==> config.mk <==
export PLATFORM = sky130hd
export DESIGN_NAME = machine_ctrl
export DESIGN_NICKNAME = d
export VERILOG_FILES = /design/src/rtl/machine_ctrl.sv
export SDC_FILE = /design/constraint.sdc
export NUM_CORES = 1
export LEC_CHECK = 0
export ABC_AREA = 1
export BUFFER_PORTS_ARGS = -buffer_cell sky130_fd_sc_hd__buf_4
export CORE_UTILIZATION = 48
export DETAILED_ROUTE_END_ITERATION = 12
export PLACE_DENSITY = 0.7
export RECOVER_POWER = 100
export SYNTH_ARGS = -nofsm -noshare
export SYNTH_HDL_FRONTEND = slang
export SYNTH_SLANG_ARGS = --single-unit
==> constraint.sdc <==
create_clock -name clk -period 1.15 [get_ports clk]
set_input_delay 0.115 -clock clk [delete_from_list [all_inputs] [get_ports clk]]
set_output_delay 0.115 -clock clk [all_outputs]
set_load 0.05 [all_outputs]
==> src/rtl/machine_ctrl.sv <==
// machine_ctrl: eight-phase instruction sequencer for the 8-bit RISC CPU.
// It runs on clk_ctrl from the clock generator. Each instruction steps through
// phases P0..P7. The datapath strobes are decoded from the 3-bit opcode and the
// accumulator zero flag.
//
// All strobes are registered. They are computed from the phase being entered,
// so the values for Pn are visible for the whole cycle in which phase == n.
// P0 strobes are issued only if ena is high on the edge that enters P0. If ena
// is low on that edge, the FSM stays in P0 with all strobes low until ena
// rises. Once a fetch has started, the instruction always completes.
//
// Optional build macro: MACHINE_CTRL_PERF_CNT_EN. When it is defined, the block
// gets the CNTW parameter and the instr_count port. instr_count is a saturating
// count of retired instructions.
//
// Handshake: this block has no valid/ready interfaces. The only inputs are the
// level enable ena, which is sampled on P0 entry, and the decoded opcode and
// zero flag, which are sampled on every phase edge.
module machine_ctrl #(
  parameter int OPW  = 3
`ifdef MACHINE_CTRL_PERF_CNT_EN
  ,
  parameter int CNTW = 16
`endif
) (
  input  logic            clk,
  input  logic            reset,
  input  logic            ena,
  input  logic [OPW-1:0]  opcode,
  input  logic            zero,
  output logic            inc_pc,
  output logic            load_pc,
  output logic            load_ir,
  output logic            load_acc,
  output logic            rd,
  output logic            wr,
  output logic            datactl_ena,
  output logic            halt,
  output logic [2:0]      phase
`ifdef MACHINE_CTRL_PERF_CNT_EN
  ,
  output logic [CNTW-1:0] instr_count
`endif
);

  localparam logic [OPW-1:0] OP_HLT = 3'b000;
  localparam logic [OPW-1:0] OP_SKZ = 3'b001;
  localparam logic [OPW-1:0] OP_ADD = 3'b010;
  localparam logic [OPW-1:0] OP_AND = 3'b011;
  localparam logic [OPW-1:0] OP_XOR = 3'b100;
  localparam logic [OPW-1:0] OP_LDA = 3'b101;
  localparam logic [OPW-1:0] OP_STO = 3'b110;
  localparam logic [OPW-1:0] OP_JMP = 3'b111;

  typedef enum logic [3:0] {
    P0, P1, P2, P3, P4, P5, P6, P7, HALTED
  } state_t;

  state_t state;
  state_t state_next;

  logic inc_pc_next;
  logic load_pc_next;
  logic load_ir_next;
  logic load_acc_next;
  logic rd_next;
  logic wr_next;
  logic datactl_ena_next;
  logic halt_next;
  logic alu_op;

  // ALU-class instructions all fetch their operand from memory.
  assign alu_op = (opcode == OP_ADD) || (opcode == OP_AND) ||
                  (opcode == OP_XOR) || (opcode == OP_LDA);

  // Next phase, plus the strobes for the phase being entered.
  always_comb begin
    state_next       = state;
    inc_pc_next      = 1'b0;
    load_pc_next     = 1'b0;
    load_ir_next     = 1'b0;
    load_acc_next    = 1'b0;
    rd_next          = 1'b0;
    wr_next          = 1'b0;
    datactl_ena_next = 1'b0;
    halt_next        = 1'b0;

    // P0 moves on only after it has issued its fetch strobes.
    // load_ir marks that the fetch has been issued.
    case (state)
      P0:      state_next = load_ir ? P1 : P0;
      P1:      state_next = P2;
      P2:      state_next = P3;
      P3:      state_next = (opcode == OP_HLT) ? HALTED : P4;
      P4:      state_next = P5;
      P5:      state_next = P6;
      P6:      state_next = P7;
      P7:      state_next = P0;
      HALTED:  state_next = HALTED;
      default: state_next = P0;
    endcase

    case (state_next)
      P0: begin
        rd_next      = ena;
        load_ir_next = ena;
      end
      P1: begin
        rd_next      = 1'b1;
        load_ir_next = 1'b1;
        inc_pc_next  = 1'b1;
      end
      P3: begin
        if (opcode == OP_HLT) halt_next = 1'b1;
        else                  inc_pc_next = 1'b1;
      end
      P4: begin
        rd_next          = alu_op;
        load_pc_next     = (opcode == OP_JMP);
        datactl_ena_next = (opcode == OP_STO);
      end
      P5: begin
        rd_next          = alu_op;
        load_acc_next    = alu_op;
        inc_pc_next      = (opcode == OP_SKZ) && zero;
        load_pc_next     = (opcode == OP_JMP);
        datactl_ena_next = (opcode == OP_STO);
        wr_next          = (opcode == OP_STO);
      end
      P6: begin
        rd_next          = alu_op;
        datactl_ena_next = (opcode == OP_STO);
      end
      P7: begin
        inc_pc_next = (opcode == OP_SKZ) && zero;
      end
      HALTED: begin
        halt_next = 1'b1;
      end
      default: begin
      end
    endcase
  end

  // Registers for the phase state, the strobes and the debug phase index.
  always_ff @(posedge clk) begin
    if (reset) begin
      state       <= P0;
      inc_pc      <= 1'b0;
      load_pc     <= 1'b0;
      load_ir     <= 1'b0;
      load_acc    <= 1'b0;
      rd          <= 1'b0;
      wr          <= 1'b0;
      datactl_ena <= 1'b0;
      halt        <= 1'b0;
      phase       <= 3'd0;
    end else begin
      state       <= state_next;
      inc_pc      <= inc_pc_next;
      load_pc     <= load_pc_next;
      load_ir     <= load_ir_next;
      load_acc    <= load_acc_next;
      rd          <= rd_next;
      wr          <= wr_next;
      datactl_ena <= datactl_ena_next;
      halt        <= halt_next;
      phase       <= (state_next == HALTED) ? 3'd3 : state_next[2:0];
    end
  end

`ifdef MACHINE_CTRL_PERF_CNT_EN
  logic retire;

  // An instruction retires at the end of P7, or at P3 when the opcode is HLT.
  assign retire = (state == P7) || ((state == P3) && (state_next == HALTED));

  // Saturating count of retired instructions.
  always_ff @(posedge clk) begin
    if (reset) begin
      instr_count <= '0;
    end else if (retire && (instr_count != {CNTW{1'b1}})) begin
      instr_count <= instr_count + CNTW'(1);
    end
  end
`endif

endmodule

### Word-level counts from Yosys, hierarchy flattened

Index checks and enable logic that the tools add are counted.

| operators by class | value |
|---|---|
| equal/unequal tests | 21 |
| multiplexer cells | 10 |
| bitwise logic cells | 3 |
| reduce and logical (&&, ||, !) cells | 14 |

Operators by type and width:

| operator | count |
|---|---|
| one-hot mux 4 bit (8 select lines) | 1 |
| == test 4 x 3 -> 1 bit, second input constant | 7 |
| == test 3 bit, second input constant | 4 |
| == test 4 x 2 -> 1 bit, second input constant | 3 |
| OR reduction 2 bit | 6 |
| == test 4 x 1 -> 1 bit, second input constant | 2 |
| == test 4 bit, second input constant | 2 |
| logical NOT 4 bit | 2 |
| == test 3 x 2 -> 1 bit, second input constant | 2 |
| one-hot mux 1 bit (3 select lines) | 2 |
| two-way mux 4 bit | 1 |
| one-hot mux 1 bit (2 select lines) | 2 |
| == test 3 x 1 -> 1 bit, second input constant | 1 |
| logical NOT 3 bit | 1 |
| logical OR 1 bit | 3 |
| two-way mux 1 bit | 3 |
| inverter 1 bit | 3 |
| OR reduction 3 bit | 1 |
| two-way mux 2 bit | 1 |
| logical AND 1 bit | 1 |

| storage, ports and cells | value |
|---|---|
| word-level logic and storage cells | 59 |
| bits of input ports | 7 |
| output and inout bits | 11 |
| bits in registers | 15 |

### Depth between registers and ports, before layout

| logic depth | value |
|---|---|
| word-level depth | 7 |
| gate-level depth with buffers | 9 |
| depth with buffers taken out | 9 |

### Worst setup path before layout

Ideal clock, no wire load.

| path | value |
|---|---|
| path kind | flip-flop to flip-flop |
| start point | register load_ir |
| end point | register rd |
| path buffers | 0 |
| library setup time | 0.118 ns |
| arrival | 1.137 ns |
| cell stages (with the launch flop) | 8 |
| period minus slack after synthesis | 1.255 ns |
| required time | 1.032 ns |
| slack | -0.105 ns |
| cell sequence | dfxtp_1 -> nor2_1 -> nand2_1 -> nand3_1 -> nand2_1 -> clkinv_1 -> nand3_2 -> a21oi_2 |

| on the way | value |
|---|---|
| longest elaborated chain between the ends | 5 |
| elaborated cells between the ends (all ways) | 9 |
| those cells by class | eq/ne: 4; mux: 3; reduce/logical: 2 |

Ends and longest elaborated chain:

| item | RTL line | source |
|---|---|---|
| start, declared | 33 | `output logic load_ir,` |
| start signal, assigned | 162 | `load_ir <= load_ir_next;` |
| two-way mux 1 bit (*) | 91 | `P0: state_next = load_ir ? P1 : P0;` |
| one-hot mux 4 bit (8 select lines) (*) | 90 | `case (state)` |
| == test 4 x 3 -> 1 bit | 103 | `case (state_next)` |
| OR reduction 3 bit (no source line) | - |  |
| one-hot mux 1 bit (3 select lines) (*) | 103 |  |
| end signal, assigned | 164 | `rd <= rd_next;` |
| end, declared | 35 | `output logic rd,` |

Every way passes the cells marked *; elsewhere a longest branch is shown, timed or not.
A chain may end at the register's enable or synchronous reset.

### Worst setup path in the final report

| path | value |
|---|---|
| start point | register state[0] |
| end point | register load_ir |

| on the way | value |
|---|---|
| longest elaborated chain between the ends | 4 |
| elaborated cells between the ends (all ways) | 12 |
| those cells by class | eq/ne: 8; mux: 2; reduce/logical: 2 |

Ends and longest elaborated chain:

| item | RTL line | source |
|---|---|---|
| start, declared | 59 | `state_t state;` |
| start signal, assigned | 159 | `state <= state_next;` |
| == test 4 bit (tied with other cells) | 90 |  |
| one-hot mux 4 bit (8 select lines) (*) | 90 |  |
| == test 4 x 1 -> 1 bit or logical NOT 4 bit (tied branches) | 103 |  |
| one-hot mux 1 bit (2 select lines) (*) | 103 |  |

Marks and branches as above.

==> flow_metrics.tcl <==
set metrics [dict create \
    run_status "finished clean" \
    dieHeight_um 38.5 \
    grt_use_met2 0.369 \
    ios 18 \
    hold_ws_ns 0.0521 \
    use_met1 0.245 \
    cts_tree "built" \
    grt_max_degree 10 \
    design_area_um2 877 \
    drv_cap 0 \
    synth_seq_cells 15 \
    clk_pin_slew_worst_paths_ns 0.08 \
    setup_viol 0 \
    worstPathRequired_ns 1.36 \
    async_flop_share 0 \
    firstDrtPassIters 4 \
    worst_pin_slew_ns 0.209 \
    place_hpwl_um 1010 \
    slew_viol_final 0 \
    port_buffers 17 \
    grt_pass1_wl_um 2080 \
    htree_levels 1 \
    rows 12 \
    cts-root-buf "clkbuf_4" \
    min_path_cells 2 \
    nets 114 \
    final_antenna_net_count 0 \
    syn_avg_cell_area_um2 7.69 \
    vias 577 \
    p_int_mw 1.01 \
    drt_iter0_markers 7 \
    fin_crit_sh 0.934 \
    hold_violations 0 \
    ir_drop_mv 1.35 \
    synthFlopType "dfxtp_1" \
    p_comb_frac 0.432 \
    worst_r2r_endpoint "load_ir" \
    placed_area_um2 792 \
    wl_per_cell_um 10.9 \
    overflow 0 \
    synth_edf_count 0 \
    post-route-drc-count 0 \
    postCtsHoldBufs 0 \
    synth.cell_area_um2 638 \
    gp_congestion 0.858 \
    fin_ws_ns 0.0760 \
    relSlewSlack 0.860 \
    fin_util 0.749 \
    drt_wl_total_um 1310 \
    dieArea_mm2 0.00148 \
    min_period_ns 1.07 \
    antenna_cells 0 \
    syn-num-nets 90 \
    hp-class "in2reg" \
    hold_path.startpoint "reset" \
    p_sw_mw 0.670 \
    power_density_mw_per_mm2 1920 \
    ff2ff_path_depth 6 \
    cp_max_fo 5 \
    grt_usage 0.214 \
    yosysTopAreaCellShare 0.471 \
    min_to "load_ir" \
    antenna_found_initial 0 \
    synth.yosys.seq_area_share 0.471 \
    syn_inst 83 \
    timing_worst_setup_path_type "reg2reg" \
    cts_buffers 3 \
    synth_cell_types 18 \
    swShare 0.398 \
    drive_gt1_frac 0.443 \
    syn_to_final_growth_pct 37.5 \
    end_kind "register" \
    core_area_mm2 0.00117 \
    grt_pass1_vias 512 \
    rsz0062_at_grt "yes" \
    start_util 0.545 \
    synth.most_common_cell "nand2_1" \
    routed_via_density 4.81 \
    fmax_ghz 0.931 \
    busiest_layer "met2" \
    clkSinkCount 15 \
    gr-usage-met3 0.0872 \
    die_x_um 38.5 \
    arrival_ns 1.29 \
    clockBufferDepth 2 \
    fin_skew_ns 0.000759 \
    pwr-share-seq 0.397 \
    power_leakage_nw 0.447 \
    yosysWarnings 0 \
    clkLatencyLatePin_ns 0.28 \
    startpoint_type "register" \
    r2r_setup_slack_ns 0.08 \
    pre_cts_ws_ns 0.0264 \
    reg2reg_from "state[0]" \
    pwr-share-clk 0.171 \
    synth_common_cells "17 x nand2_1, 15 x dfxtp_1, 14 x nor2_1" \
    yosysTopAreaCell "dfxtp_1" \
    synth_area_leaders "dfxtp_1 47%, nand2_1 10%, nor2_1 8.2%" \
]
[kinds of logic after synthesis]
kind of cell	after synthesis	synth area share
flops	15	0.471
buf+inv	12	0.0765
compound gates	6	0.0627
simple gates	50	0.390
[power by group through the flow]
| stage | clock [mW] | sequential (mW) | combinational [mW] |
|---|---|---|---|
| 3_3_place_gp | 0 | 0.660 | 0.697 |
| 3_5_place_dp | 0 | 0.662 | 0.701 |
| 2_1_floorplan | 0 | 0.859 | 0.287 |
| 5_1_grt | 0.328 | 0.677 | 0.786 |
| 4_1_cts | 0.302 | 0.650 | 0.704 |
| 6_report | 0.288 | 0.668 | 0.728 |
[per-layer routing]
metal / share of wire / vias to the layer above
li1: - / 305
met1: 0.44 / 254
met2: 0.49 / 16
met3: 0.058 / 2
met4: 0.0076 / 0
met5: 0 / -
[final cells by class]
type                            instances  area [um2]
Clock buffer                            4        26.3
Inverter                               11        46.3
Multi-Input combinational cell         56         325
Fill cell                             102         294
Tap cell                               14        17.5
Timing Repair Buffer                   20         150
Sequential cell                        15         312
[cell usage in the layout (no fill, tap or decap), types with 2 or more instances in the layout]
master    instances
buf_4            20
nor2_1           14
nand2_1          14
dfxtp_1          10
inv_1             8
nand2_2           5
nand3_1           5
nor2_4            3
clkbuf_4          3
dfxtp_2           3
nand3_2           2
nand2_4           2
o21ai_0           2
nand4_1           2
a21oi_2           2
dfxtp_4           2
[worst max-delay path, stage by stage, from the launching register on]
cell,delay (ns)
dfxtp_2,0.36
nor2_4,0.14
nand3b_4,0.16
nand2_1,0.05
clkinv_1,0.05
nand3_2,0.10
a21oi_2,0.15
[registers in the layout, summed over array words and instances (netlist names)]
register / cells
inc_pc: 1
halt: 1
datactl_ena: 1
wr: 1
rd: 1
load_pc: 1
phase: 3
load_acc: 1
state: 4
load_ir: 1
[worst max path at each step]
stage,to,startpoint,slack (ns),cells after the start
global route,load_ir,state[3],-0.02,8
global placement,phase[0],state[1],0.04,6
CTS,load_ir,state[1],0.002,6
finish,load_ir,state[0],0.08,6
detailed placement,rd,state[1],0.03,7
floorplan,load_ir,load_ir,0.06,7
[stage by stage]
stage	power, mW	std cells	TNS [ns]
3_3_place_gp	1.36	115	0
2_1_floorplan	1.15	83	0
5_1_grt	1.79	120	-0.0184
6_report	1.68	120	0
4_1_cts	1.66	119	0
3_5_place_dp	1.36	115	0
[repair_timing]
action	CTS	global route
hold endpoints to repair	0	0
endpoints found under the setup margin	0	11
buffers inserted	0	1
resized for setup	0	19
(Power assumes the default switching activity.)
